<file path="config.mk">
export PLATFORM = sky130hd
export DESIGN_NAME = tx_framereader_flat
export DESIGN_NICKNAME = d
export VERILOG_FILES = /design/src/rtl/tx_framereader_if.sv /design/src/rtl/tx_framereader.sv /design/src/flat_wrapper.sv
export SDC_FILE = /design/constraint.sdc
export NUM_CORES = 1
export LEC_CHECK = 0
export BUFFER_PORTS_ARGS = -buffer_cell sky130_fd_sc_hd__buf_4
export CAP_MARGIN = 40
export CORE_UTILIZATION = 47
export DETAILED_ROUTE_END_ITERATION = 12
export PLACE_DENSITY_LB_ADDON = 0.1
export SYNTH_ARGS = -nofsm -noshare
export SYNTH_HDL_FRONTEND = slang
export SYNTH_SLANG_ARGS = --single-unit
</file>
<file path="constraint.sdc">
create_clock -name clk -period 2 [get_ports clk]
set_input_delay 0.4 -clock clk [delete_from_list [all_inputs] [get_ports clk]]
set_output_delay 0.4 -clock clk [all_outputs]
set_load 0.01 [all_outputs]
</file>
<file path="src/rtl/tx_framereader_if.sv">
// Frame reader bus: request/status handshake, symbol RAM read port and symbol stream.
interface tx_framereader_if;
   localparam int unsigned ADDR_W = 7;
   localparam int unsigned RAM_W  = 16;
   localparam int unsigned SMP_W  = 12;
   localparam int unsigned CNT_W  = 10;

   logic              framestart;
   logic              busy;
   logic              framedone;
   logic              err;
   logic [ADDR_W-1:0] symin_addr;
   logic [RAM_W-1:0]  symin;
   logic              symouten;
   logic [SMP_W-1:0]  symout_re;
   logic [SMP_W-1:0]  symout_im;
   logic [CNT_W-1:0]  symcnt;

   // Frame reader side
   modport master (
      input  framestart, symin,
      output busy, framedone, err, symin_addr, symouten, symout_re, symout_im, symcnt
   );

   // Requester / RAM / DAC side
   modport slave (
      output framestart, symin,
      input  busy, framedone, err, symin_addr, symouten, symout_re, symout_im, symcnt
   );
endinterface

</file>
<file path="src/rtl/tx_framereader.sv">
// Transmit frame reader: emits preamble, RAM payload and zero guard as a symbol stream,
// each symbol held for SYM_PER clocks, all in the DAC clock domain.
module tx_framereader #(
   parameter int unsigned SYM_PER   = 8,
   parameter int unsigned PRE_LEN   = 32,
   parameter int          PRE_AMP   = 1024,
   parameter int unsigned NSYM      = 128,
   parameter int unsigned GUARD_LEN = 16
) (
   input  logic             clk,
   input  logic             rst,
   tx_framereader_if.master bus
);
   localparam int unsigned PH_W       = $clog2(SYM_PER);
   localparam int unsigned CNT_W      = 10;
   localparam int unsigned ADDR_W     = 7;
   localparam int unsigned SMP_W      = 12;
   localparam int unsigned FRAME_SYMS = PRE_LEN + NSYM + GUARD_LEN;

   localparam logic [PH_W-1:0]   PH_LAST     = PH_W'(SYM_PER - 1);
   localparam logic [CNT_W-1:0]  CNT_LAST    = CNT_W'(FRAME_SYMS - 1);
   localparam logic [CNT_W-1:0]  PAY_START   = CNT_W'(PRE_LEN);
   localparam logic [CNT_W-1:0]  GUARD_START = CNT_W'(PRE_LEN + NSYM);
   localparam logic [CNT_W-1:0]  NSYM_CNT    = CNT_W'(NSYM);
   localparam logic [ADDR_W-1:0] ADDR_LAST   = ADDR_W'(NSYM - 1);
   localparam logic [SMP_W-1:0]  AMP_POS     = SMP_W'(PRE_AMP);
   localparam logic [SMP_W-1:0]  AMP_NEG     = SMP_W'(-PRE_AMP);

   typedef enum logic [1:0] {
      ST_IDLE,
      ST_PRE,
      ST_PAY,
      ST_GUARD
   } state_e;

   state_e             state_q, state_d;
   logic [PH_W-1:0]    phase_q, phase_d;
   logic [CNT_W-1:0]   symcnt_q, symcnt_d;
   logic [ADDR_W-1:0]  addr_q, addr_d;
   logic [SMP_W-1:0]   re_q, re_d;
   logic [SMP_W-1:0]   im_q, im_d;
   logic               busy_q, busy_d;
   logic               framedone_q, framedone_d;
   logic               err_q, err_d;
   logic               symouten_q, symouten_d;

   logic               wrap_c;
   logic               last_clk_c;
   logic               start_c;
   logic [CNT_W-1:0]   nxt_cnt_c;
   logic [CNT_W-1:0]   pay_next_c;

   // Next-state and output computation; a request on the final clock chains frames
   always_comb begin
      state_d     = state_q;
      phase_d     = phase_q;
      symcnt_d    = symcnt_q;
      addr_d      = addr_q;
      re_d        = re_q;
      im_d        = im_q;
      busy_d      = busy_q;
      framedone_d = 1'b0;
      err_d       = 1'b0;
      symouten_d  = 1'b0;
      start_c     = 1'b0;

      wrap_c     = (phase_q == PH_LAST);
      last_clk_c = (state_q == ST_GUARD) && wrap_c && (symcnt_q == CNT_LAST);
      nxt_cnt_c  = symcnt_q + CNT_W'(1);
      // RAM address for the payload symbol after the one about to start
      pay_next_c = nxt_cnt_c - PAY_START + CNT_W'(1);

      case (state_q)
         ST_IDLE: begin
            start_c = bus.framestart;
         end
         default: begin
            if (last_clk_c) begin
               state_d     = ST_IDLE;
               phase_d     = '0;
               symcnt_d    = '0;
               addr_d      = '0;
               re_d        = '0;
               im_d        = '0;
               busy_d      = 1'b0;
               framedone_d = 1'b1;
               start_c     = bus.framestart;
            end else begin
               err_d = bus.framestart;
               if (wrap_c) begin
                  phase_d    = '0;
                  symouten_d = 1'b1;
                  symcnt_d   = nxt_cnt_c;
                  if (nxt_cnt_c < PAY_START) begin
                     state_d = ST_PRE;
                     re_d    = nxt_cnt_c[0] ? AMP_NEG : AMP_POS;
                     im_d    = '0;
                  end else if (nxt_cnt_c < GUARD_START) begin
                     // RAM data has been stable since one clock after the address was set
                     state_d = ST_PAY;
                     re_d    = {bus.symin[15:8], 4'b0000};
                     im_d    = {bus.symin[7:0], 4'b0000};
                     addr_d  = (pay_next_c < NSYM_CNT) ? ADDR_W'(pay_next_c) : ADDR_LAST;
                  end else begin
                     state_d = ST_GUARD;
                     re_d    = '0;
                     im_d    = '0;
                     addr_d  = ADDR_LAST;
                  end
               end else begin
                  phase_d = phase_q + PH_W'(1);
               end
            end
         end
      endcase

      if (start_c) begin
         state_d    = ST_PRE;
         phase_d    = '0;
         symcnt_d   = '0;
         addr_d     = '0;
         re_d       = AMP_POS;
         im_d       = '0;
         busy_d     = 1'b1;
         symouten_d = 1'b1;
      end
   end

   // State and output registers, cleared immediately on reset
   always_ff @(posedge clk or negedge rst) begin
      if (!rst) begin
         state_q     <= ST_IDLE;
         phase_q     <= '0;
         symcnt_q    <= '0;
         addr_q      <= '0;
         re_q        <= '0;
         im_q        <= '0;
         busy_q      <= 1'b0;
         framedone_q <= 1'b0;
         err_q       <= 1'b0;
         symouten_q  <= 1'b0;
      end else begin
         state_q     <= state_d;
         phase_q     <= phase_d;
         symcnt_q    <= symcnt_d;
         addr_q      <= addr_d;
         re_q        <= re_d;
         im_q        <= im_d;
         busy_q      <= busy_d;
         framedone_q <= framedone_d;
         err_q       <= err_d;
         symouten_q  <= symouten_d;
      end
   end

   assign bus.busy       = busy_q;
   assign bus.framedone  = framedone_q;
   assign bus.err        = err_q;
   assign bus.symin_addr = addr_q;
   assign bus.symouten   = symouten_q;
   assign bus.symout_re  = re_q;
   assign bus.symout_im  = im_q;
   assign bus.symcnt     = symcnt_q;
endmodule

</file>
<file path="src/flat_wrapper.sv">
// flat-port wrapper written by rule: the top's interface ports become plain ports
module tx_framereader_flat 
#(
   parameter int unsigned SYM_PER   = 8,
   parameter int unsigned PRE_LEN   = 32,
   parameter int          PRE_AMP   = 1024,
   parameter int unsigned NSYM      = 128,
   parameter int unsigned GUARD_LEN = 16
)
  (clk, rst, bus_framestart, bus_symin, bus_busy, bus_framedone, bus_err, bus_symin_addr, bus_symouten, bus_symout_re, bus_symout_im, bus_symcnt);
  tx_framereader_if bus_i ();
  input  logic clk;
  input  logic rst;
  input wire logic [$bits(bus_i.framestart)-1:0] bus_framestart;
  input wire logic [$bits(bus_i.symin)-1:0] bus_symin;
  output wire logic [$bits(bus_i.busy)-1:0] bus_busy;
  output wire logic [$bits(bus_i.framedone)-1:0] bus_framedone;
  output wire logic [$bits(bus_i.err)-1:0] bus_err;
  output wire logic [$bits(bus_i.symin_addr)-1:0] bus_symin_addr;
  output wire logic [$bits(bus_i.symouten)-1:0] bus_symouten;
  output wire logic [$bits(bus_i.symout_re)-1:0] bus_symout_re;
  output wire logic [$bits(bus_i.symout_im)-1:0] bus_symout_im;
  output wire logic [$bits(bus_i.symcnt)-1:0] bus_symcnt;
  assign bus_i.framestart = bus_framestart;
  assign bus_i.symin = bus_symin;
  assign bus_busy = bus_i.busy;
  assign bus_framedone = bus_i.framedone;
  assign bus_err = bus_i.err;
  assign bus_symin_addr = bus_i.symin_addr;
  assign bus_symouten = bus_i.symouten;
  assign bus_symout_re = bus_i.symout_re;
  assign bus_symout_im = bus_i.symout_im;
  assign bus_symcnt = bus_i.symcnt;
  tx_framereader #(.SYM_PER(SYM_PER), .PRE_LEN(PRE_LEN), .PRE_AMP(PRE_AMP), .NSYM(NSYM), .GUARD_LEN(GUARD_LEN)) u_core (.clk(clk), .rst(rst), .bus(bus_i));
endmodule
</file>
==> metrics.md, run 1 <==
| Metric | Value |
|---|---|
| Largest net degree at the start of global routing | `43` |
| Actual slew at the worst max-slew pin | `approximately 0.53 ns` |
| Filler cells | `366` |
| Synth Flop Type | `dfrtp_1` |
| Lkg Pwr | `between 0.0015 and 0.002 uW` |
| Final Cell Area | `around 0.0036 sq mm` |
| First-pass GRT wire length | `~11 mm` |
| Setup violators final | `23` |
| Post-Syn Area | `between 0.002 and 0.0025 sq mm` |
| Nets | `about 360` |
| Most instantiated cells after synthesis | `dfrtp_1, nand2_1, a22o_1, o21ai_0, nor2_1` |
| Synthesized area per cell | `9.80 sq um` |
| Dpl cells | `slightly below 400` |
| Die W | `between 70 and 80 um` |
| Yosys top cell area share | `~45%` |
| Clock Tree Buf Depth | `2` |
| NetSw | `roughly 1400 uW` |
| Dpl hpwl | `~4.6 mm` |
| Hold-fix buffers at CTS | `0` |
| Max cap viols | `0` |
| Setup WS post-layout | `-0.139 ns` |
| Routed vias | `2288` |
| Part of the power in registers | `35.2%` |
| Seq/Total Area, Yosys | `about 45%` |
| RR Endpoint | `u_core.bus.symin_addr[2]` |
| DRT iter0 DRCs | `195` |
| Sequential cell area | `about 0.0011 sq mm` |
| CP arrival | `2.32 ns` |
| Post-synthesis cell type with the largest combined area | `dfrtp_1` |
| Core area | `about 0.0048 sq mm` |
| Drt wl/cell | `about 17 um` |
| Netlist cell types | `57` |
| Worst setup SP type | `flip-flop` |
| Violated checks | `setup timing` |
| Final number of max-transition violations | `0` |
| Worst setup EP type | `flip-flop` |
| Cell row count | `25` |
| Slowest stage delay, CP | `between 0.4 and 0.5 ns` |
| Fin crit period | `approximately 2.1 ns` |
| Hold Vio Cnt, Final | `0` |
| WP buf/inv | `2` |
| Worst hold slack | `0.0719 ns` |
| Crit path max-delay family | `compound AO/OA/AOI/OAI gates` |
| N_diodes | `0` |
| Max IR drop VDD | `roughly 0.71 mV` |
| Initial antenna violation count | `0` |
| DRC viols | `0` |
| Worst Reg2Reg Path Length in Cells | `8` |
| Vias/cell | `approximately 5.6` |
| Synth-to-layout area growth | `50.5%` |
| Post-Layout Cell Count | `between 400 and 500` |
| Gr ovfl total | `0` |
| Clk sinks | `42` |
| Tot Pwr | `between 3000 and 4000 uW` |
| GRT Overall Usage | `26.7%` |
| CTS buffer count | `5` |
| Initial Utilization | `49.3%` |
| FF-to-FF setup slack | `-0.14 ns` |
| Clk slew on worst S/H paths | `0.09 ns` |
| Layout cells sized above 1 | `49.6%` |
| Async SR Flop Fraction | `100%` |
| Die H | `72.9 um` |
| DP Area | `just over 0.003 sq mm` |
| Comb pwr share | `50.0%` |
| RePlAce Congestion | `about 0.90` |
| H-tree depth | `2` |
| Internal power | `approximately 2300 uW` |
| CTS tree | `done` |
| Ports | `64` |
| DR pass1 iterations | `4` |
| Flops & latches, synth | `42` |
| Clk pwr share | `between 10% and 20%` |
| Full die area | `0.00531 sq mm` |
| Synth top area cells | `dfrtp_1, a22o_1, buf_4` |
| Mapped Cells | `241` |
| Worst EP required | `2.18 ns` |
| Final ANT Viol Nets | `0` |
| Crit-path max FO | `5` |
| Crit path cell chain | `buf_4, ha_4, nor2_4, nand4_1, o311ai_4, buf_6, nand3b_1, a22o_1` |
| Reg2Reg Launch Point | `u_core.bus.symcnt[1]` |
| Final wirelength | `about 7.0 mm` |
| Later-pin clock latency in the skew report | `0.30 ns` |
| Relative slew slack | `64.6%` |
| Vias in the first global route | `~2100` |
| Post-synth EDFFs | `0` |
| Final period util | `107%` |
| Setup skew after layout | `roughly 0.0087 ns` |
| Most frequent cell after synthesis | `dfrtp_1` |
| Multi-input gate area | `0.00144 sq mm` |
| CTS root buf | `clkbuf_8` |
| Status | `finished with violations` |
| Post-layout util | `between 70 and 80%` |
| Port buffer count | `55` |
| Synth warn | `0` |
| Max Freq | `about 470 MHz` |
| RSZ-0062 raised after global routing | `yes` |
| HP Class | `input port to async pin` |
| Worst Setup Path Type | `flip-flop to flip-flop` |
| Crit-path slowest cell | `dfrtp_2` |
| Power density cells | `1050 mW/mm^2` |
| Sw Ratio | `a little under two fifths` |
==> worst reg2reg max path: stages, from the launching register on <==
cell and delay, ns:
dfrtp_2 0.45, buf_4 0.17, ha_4 0.24, nor2_4 0.11
nand4_1 0.19, o311ai_4 0.41, buf_6 0.18, nand3b_1 0.09
a22o_1 0.19
==> sequential cells by signal, summed over array words and instances, names as in the netlist <==
register and flops:
u_core.bus.symcnt 10, u_core.bus.err 1, u_core.bus.symout_im 8, u_core.bus.busy 1, u_core.phase_q 3, u_core.bus.symin_addr 7, u_core.state_q 2, u_core.bus.symout_re 8
u_core.bus.framedone 1, u_core.bus.symouten 1
==> layout make-up <==
cell class              instances  area share, %
multi-input cells             175           40.5
inverters                       5          0.669
well taps                      67           2.36
repair buffers                111           24.3
clock inverters                 2          0.387
flip-flops and latches         42           29.7
clock buffers                   6           2.04
==> cells by family (layout without fill, tap and decap cells) <==
family | count (synthesis) | in the layout | share of synthesized area (%)
simple gates | 77 | 77 | 18.0
flops | 42 | 42 | 44.5
buf+inv | 31 | 124 | 7.37
mux | 1 | 1 | 0.477
other cells | 1 | 8 | 0.159
xor+xnor | 11 | 11 | 4.08
compound gates | 73 | 73 | 22.7
fa+ha+maj | 5 | 5 | 2.65
==> per-layer routing <==
layer / up-vias / global-route usage (%) / wire length, um
met3: 13 / 5.11 / 406
met4: 0 / 8.50 / 115
met2: 87 / 42.8 / 3480
met1: 1125 / 36.5 / 2960
li1: 1063 / - / -
met5: - / 0 / 0
==> worst max path at each step <==
stage / startpoint / end / depth (start not counted) / slack [ns]
2_1_floorplan: u_core.bus.symcnt[0] / u_core.bus.symin_addr[6] / 8 / -0.16
3_3_place_gp: u_core.bus.symcnt[1] / u_core.bus.symin_addr[6] / 9 / -0.20
3_5_place_dp: u_core.bus.symcnt[1] / u_core.bus.symout_im[10] / 8 / -0.27
4_1_cts: u_core.bus.symcnt[1] / u_core.bus.symin_addr[6] / 9 / -0.09
5_1_grt: u_core.bus.symcnt[1] / u_core.bus.symin_addr[2] / 9 / -0.18
6_report: u_core.bus.symcnt[1] / u_core.bus.symin_addr[2] / 8 / -0.14
==> what timing repair did <==
item                       CTS  global route
setup buffers                9             6
gates cloned                 1             0
pin swaps                   10            18
setup endpoints to repair   33            34
resized for setup           30            36
==> cells in the final DEF, fill, tap and decap left out, types with 4 or more instances in the layout <==
cell,n
a21oi_1,8
nand3b_1,4
dfrtp_1,39
nor2_1,10
o21ai_0,9
xnor2_1,6
o21ai_1,11
nor2_4,4
clkbuf_8,5
buf_6,8
nand2_1,21
a22o_1,19
buf_4,103
nand3_2,5
conb_1,8
==> through the flow <==
step | setup TNS (ns) | worst slack, ns
3_5_place_dp | -5.81 | -0.269
5_1_grt | -2.89 | -0.177
4_1_cts | -0.666 | -0.0862
3_3_place_gp | -4.01 | -0.201
2_1_floorplan | -0.860 | -0.163
6_report | -1.48 | -0.139
==> power by group through the flow <==
| stage | Combinational, uW | Clock (uW) | Sequential (uW) |
|---|---|---|---|
| detailed placement | 1570 | 0 | 1300 |
| CTS | 1740 | 564 | 1300 |
| global route | 2020 | 598 | 1350 |
| global placement | 1530 | 0 | 1290 |
| finish | 1870 | 554 | 1320 |
| floorplan | 767 | 0 | 1370 |
Power figures use the tool's default switching activity.
==> run 2: changes to the inputs <==
- MAX_ROUTING_LAYER: not set -> met4
- RECOVER_POWER: not set -> 100
==> metrics.md, run 2 (synthesis results as in run 1) <==
| Metric | Value |
|---|---|
| Vias/cell | `between 5 and 6` |
| CP arrival | `approximately 2.3 ns` |
| Initial Utilization | `49.3%` |
| HP Class | `input port to async pin` |
| Worst setup SP type | `flip-flop` |
| First-pass GRT wire length | `10.1 mm` |
| Filler cells | `389` |
| Layout cells sized above 1 | `around 41%` |
| Hold Vio Cnt, Final | `0` |
| Cell row count | `25` |
| Slowest stage delay, CP | `between 0.4 and 0.5 ns` |
| DRT iter0 DRCs | `182` |
| Crit path cell chain | `ha_4, buf_4, and2_4, o21ai_0, a32oi_2, o311ai_4, buf_6, a21oi_2, a221o_1` |
| Worst Reg2Reg Path Length in Cells | `9` |
| Highest metal used | `met4` |
| Final ANT Viol Nets | `0` |
| Part of the power in registers | `36.6%` |
| Most frequent cells in the layout | `buf_4, dfrtp_1, clkbuf_1` |
| Actual slew at the worst max-slew pin | `between 1 and 1.5 ns` |
| Worst hold slack | `roughly 0.28 ns` |
| Port buffer count | `55` |
| DR pass1 iterations | `4` |
| Drt wl/cell | `16.4 um` |
| Clock Tree Buf Depth | `2` |
| Final number of max-transition violations | `0` |
| Setup WS post-layout | `-0.145 ns` |
| Sw Ratio | `roughly two fifths` |
| Internal power | `around 2200 uW` |
| Full die area | `between 0.005 and 0.006 sq mm` |
| Commonest non-fill, non-tap cell in the layout | `buf_4` |
| Comb pwr share | `47.2%` |
| Clk slew on worst S/H paths | `approximately 0.090 ns` |
| FF-to-FF setup slack | `-0.15 ns` |
| Die W | `between 70 and 80 um` |
| Clk pwr share | `16.2%` |
| Gr ovfl total | `0` |
| Fin crit period | `between 2 and 2.5 ns` |
| NetSw | `between 1000 and 1500 uW` |
| Vias in the first global route | `about 2100` |
| Violated checks | `setup timing` |
| Max IR drop VDD | `0.740 mV` |
| Relative slew slack | `between 20 and 30%` |
| Largest net degree at the start of global routing | `43` |
| Max FFs per register | `10` |
| CTS tree | `done` |
| GRT Overall Usage | `about 26%` |
| Later-pin clock latency in the skew report | `between 0.3 and 0.4 ns` |
| Setup violators final | `20` |
| Crit-path slowest cell | `dfrtp_2` |
| RSZ-0062 raised after global routing | `yes` |
| Status | `finished with violations` |
| CTS root buf | `clkbuf_8` |
| Synth-to-layout area growth | `44.4%` |
| N_diodes | `0` |
| H-tree depth | `2` |
| Setup skew after layout | `0.0120 ns` |
| Reg2Reg Launch Point | `u_core.bus.symcnt[1]` |
| Routed length on met1 | `3.04 mm` |
| Initial antenna violation count | `0` |
| Core area | `0.00479 sq mm` |
| Final wirelength | `between 6 and 7 mm` |
| Met2 wire length | `about 3.2 mm` |
| Clk sinks | `42` |
| Max Freq | `approximately 470 MHz` |
| Nets | `approximately 360` |
| Worst EP required | `~2.2 ns` |
| Dpl cells | `between 300 and 400` |
| Max cap viols | `0` |
| Hold-fix buffers at CTS | `0` |
| Ports | `between 60 and 70` |
| CTS buffer count | `5` |
| Lkg Pwr | `between 0.0015 and 0.002 uW` |
| Die H | `between 70 and 80 um` |
| Dpl hpwl | `roughly 4.6 mm` |
| DRC viols | `0` |
| Pre-CTS WS | `-0.266 ns` |
| Final period util | `107%` |
| Post-layout util | `about 71%` |
| RR Endpoint | `u_core.bus.symin_addr[6]` |
| Crit-path max FO | `7` |
| Setup TNS | `-0.777 ns` |
| Routed vias | `2273` |
| Post-Layout Cell Count | `roughly 410` |
| Worst setup EP type | `flip-flop` |
| Worst Setup Path Type | `flip-flop to flip-flop` |
| Power density cells | `roughly 1000 mW/mm^2` |
| RePlAce Congestion | `roughly 0.9` |
| Met3 Wirelength | `between 300 and 400 um` |
-- run 2: layout make-up --
class	count	area [sq um]	share of cell area, %
inverter	5	18.8	0.550
clock inverter	3	23.8	0.697
multi-input combinational	175	1410	41.2
sequential	42	1050	30.9
tap	67	83.8	2.46
timing repair buffer	111	753	22.1
clock buffer	5	68.8	2.02
-- run 2: worst max-delay path, delay by kind of cell, from the launching register on --
kind	cells	cell delay, ns
AO/OA/AOI/OAI	5	0.85
flip-flops	1	0.46
buffers and inverters	2	0.32
adder cells (fa/ha/maj)	1	0.20
AND/OR/NAND/NOR	1	0.19
-- run 2: worst max path at each step --
stage	from	end	slack [ns]
after global placement	u_core.bus.symcnt[1]	u_core.bus.symin_addr[6]	-0.24
after detailed placement	u_core.bus.symcnt[1]	u_core.state_q[0]	-0.27
after CTS	u_core.bus.symcnt[0]	u_core.bus.symin_addr[6]	-0.11
final	u_core.bus.symcnt[1]	u_core.bus.symin_addr[6]	-0.15
after floorplan	u_core.bus.symcnt[0]	u_core.bus.symin_addr[6]	-0.16
after global routing	u_core.bus.symcnt[1]	u_core.bus.symin_addr[6]	-0.19
-- run 2: power by group through the flow --
stage               Sequential [uW]  Combinational, uW  Clock (uW)
global placement               1290               1550           0
global route                   1330               1830         617
detailed placement             1290               1570           0
CTS                            1290               1680         591
finish                         1300               1680         578
floorplan                      1370                767           0
-- run 2: through the flow --
stage / cell area, sq um / power [uW]
global placement: 3120 / 2840
floorplan: 2450 / 2140
CTS: 3310 / 3570
finish: 3410 / 3560
global route: 3410 / 3780
detailed placement: 3120 / 2870
-- run 2: what timing repair did --
action	CTS	global route
gates resized for setup	12	37
buffers inserted	4	6
setup endpoints to repair	28	33
pin swaps	6	15
-- run 2: routing by layer --
metal  global-route usage, %  vias up
met3                    4.14        9
li1                        -     1057
met1                    34.4     1139
met2                    39.7       68
met5                       -        -
met4                    10.5        0
==> run 3: changes to the inputs <==
--- a/constraint.sdc
+++ b/constraint.sdc
@@ -3,2 +3,2 @@
 set_output_delay 0.4 -clock clk [all_outputs]
-set_load 0.01 [all_outputs]
+set_load 0.02 [all_outputs]
==> metrics.md, run 3 (synthesis results as in run 1) <==
| Metric | Value |
|---|---|
| Layout cells sized above 1 | `a little under half` |
| Commonest non-fill, non-tap cell in the layout | `buf_4` |
| RePlAce Congestion | `a little over 0.9` |
| Vias/cell | `roughly 5.5` |
| DRC viols | `0` |
| Clk slew on worst S/H paths | `around 0.080 ns` |
| CTS root buf | `clkbuf_8` |
| Final ANT Viol Nets | `0` |
| Worst setup EP type | `flip-flop` |
| Filler cells | `391` |
| Max IR drop VDD | `between 0.9 and 1 mV` |
| Max cap viols | `0` |
| Port buffer count | `55` |
| Setup WS post-layout | `-0.173 ns` |
| Final Cell Area | `0.00354 sq mm` |
| DR pass1 iterations | `4` |
| FF-to-FF setup slack | `-0.17 ns` |
| Setup skew after layout | `~0.0077 ns` |
| CP arrival | `between 2 and 2.5 ns` |
| Power density cells | `1060 mW/mm^2` |
| Routed vias | `roughly 2300` |
| Worst EP required | `approximately 2.2 ns` |
| N_diodes | `0` |
| Later-pin clock latency in the skew report | `roughly 0.30 ns` |
| Pre-CTS WS | `-0.281 ns` |
| Drt wl/cell | `16.8 um` |
| Core area | `between 0.004 and 0.005 sq mm` |
| Crit-path max FO | `5` |
| Hold Vio Cnt, Final | `0` |
| First-pass GRT wire length | `between 10 and 15 mm` |
| Most frequent cells in the layout | `buf_4, dfrtp_1, clkbuf_1` |
| Actual slew at the worst max-slew pin | `about 1.0 ns` |
| Worst setup SP type | `flip-flop` |
| Initial antenna violation count | `0` |
| HP Class | `input port to async pin` |
| Violated checks | `setup timing` |
| Multi-input gate area | `about 0.0015 sq mm` |
| Die W | `between 70 and 80 um` |
| Gr ovfl total | `0` |
| Final period util | `109%` |
| Nets | `between 300 and 400` |
| Cell row count | `25` |
| Ports | `64` |
| Relative slew slack | `30.0%` |
| Fin crit period | `around 2.2 ns` |
| Dpl hpwl | `~4.6 mm` |
| Clock Tree Buf Depth | `2` |
| Die H | `around 73 um` |
| Final wirelength | `around 7 mm` |
| H-tree depth | `2` |
| Largest net degree at the start of global routing | `43` |
| Setup TNS | `-0.941 ns` |
| Vias in the first global route | `2086` |
| Worst Setup Path Type | `flip-flop to flip-flop` |
| Max FFs per register | `10` |
| Lkg Pwr | `between 0.0015 and 0.002 uW` |
| Worst Reg2Reg Path Length in Cells | `8` |
| CTS buffer count | `5` |
| Sequential cell area | `0.00106 sq mm` |
| Synth-to-layout area growth | `49.8%` |
| Hold-fix buffers at CTS | `0` |
| RSZ-0062 raised after global routing | `yes` |
| GRT Overall Usage | `a little over a quarter` |
| Status | `finished with violations` |
| DP Area | `around 0.003 sq mm` |
| Max Freq | `roughly 460 MHz` |
| Full die area | `approximately 0.0053 sq mm` |
| Clk sinks | `42` |
| DRT iter0 DRCs | `192` |
| Initial Utilization | `between 40 and 50%` |
| Final number of max-transition violations | `0` |
| CTS tree | `done` |
| Setup violators final | `21` |
==> run 3: path summary, 6_finish.rpt <==
check,from,to
worst max register to register,u_core.bus.symcnt[7],u_core.bus.symin_addr[6]
worst min-delay path,rst,u_core.bus.symcnt[5]
worst min register to register,u_core.bus.symin_addr[0],u_core.bus.symin_addr[0]
min in group clk,bus_symin[2],u_core.bus.symout_im[6]
max in group asynchronous,rst,u_core.bus.symcnt[0]
worst max-delay path,u_core.bus.symcnt[7],u_core.bus.symin_addr[6]
==> run 3: critical path, cell delays in order (launching register included) <==
cell and delay, ns:
dfrtp_1 0.46, or4b_4 0.51, nor4_4 0.31, buf_4 0.19
nor2_4 0.05, o21ai_4 0.12, buf_6 0.14, a21oi_2 0.03
a221o_1 0.25
==> run 3: layout make-up <==
type / instances / share of cell area (%)
repair buffers: 114 / 22.3
clock buffers: 6 / 2.05
multi-input cells: 176 / 42.3
inverters: 5 / 0.672
flip-flops and latches: 42 / 29.9
well taps: 67 / 2.37
clock inverters: 2 / 0.389
==> run 3: timing repair <==
action,CTS,global route
cloned,0,1
resized for setup,39,47
pin swaps,19,25
buffers inserted,11,6
endpoints found under the setup margin,35,39
==> run 3: per-layer routing <==
layer / up-vias / GRT usage [%] / wire [um]
li1: 1069 / - / -
met1: 1111 / 36.2 / 3060
met2: 71 / 41.6 / 3430
met3: 11 / 3.87 / 366
met4: 0 / 6.54 / 90
met5: - / - / 0
==> run 3: stage by stage <==
stage	cells	util, %	hold slack (ns)	power, uW
2_1_floorplan	248	-	0.104	2280
3_3_place_gp	389	64.4	0.414	3000
3_5_place_dp	389	64.4	0.414	3030
4_1_cts	408	72.2	0.0987	3770
5_1_grt	412	73.9	0.312	3980
6_report	412	73.9	0.276	3760
==> run 3: where the power goes <==
group | total [uW] | switching [uW] | internal [uW]
Clock | 551 | 304 | 247
Sequential | 1300 | 192 | 1110
Combinational | 1910 | 1080 | 831
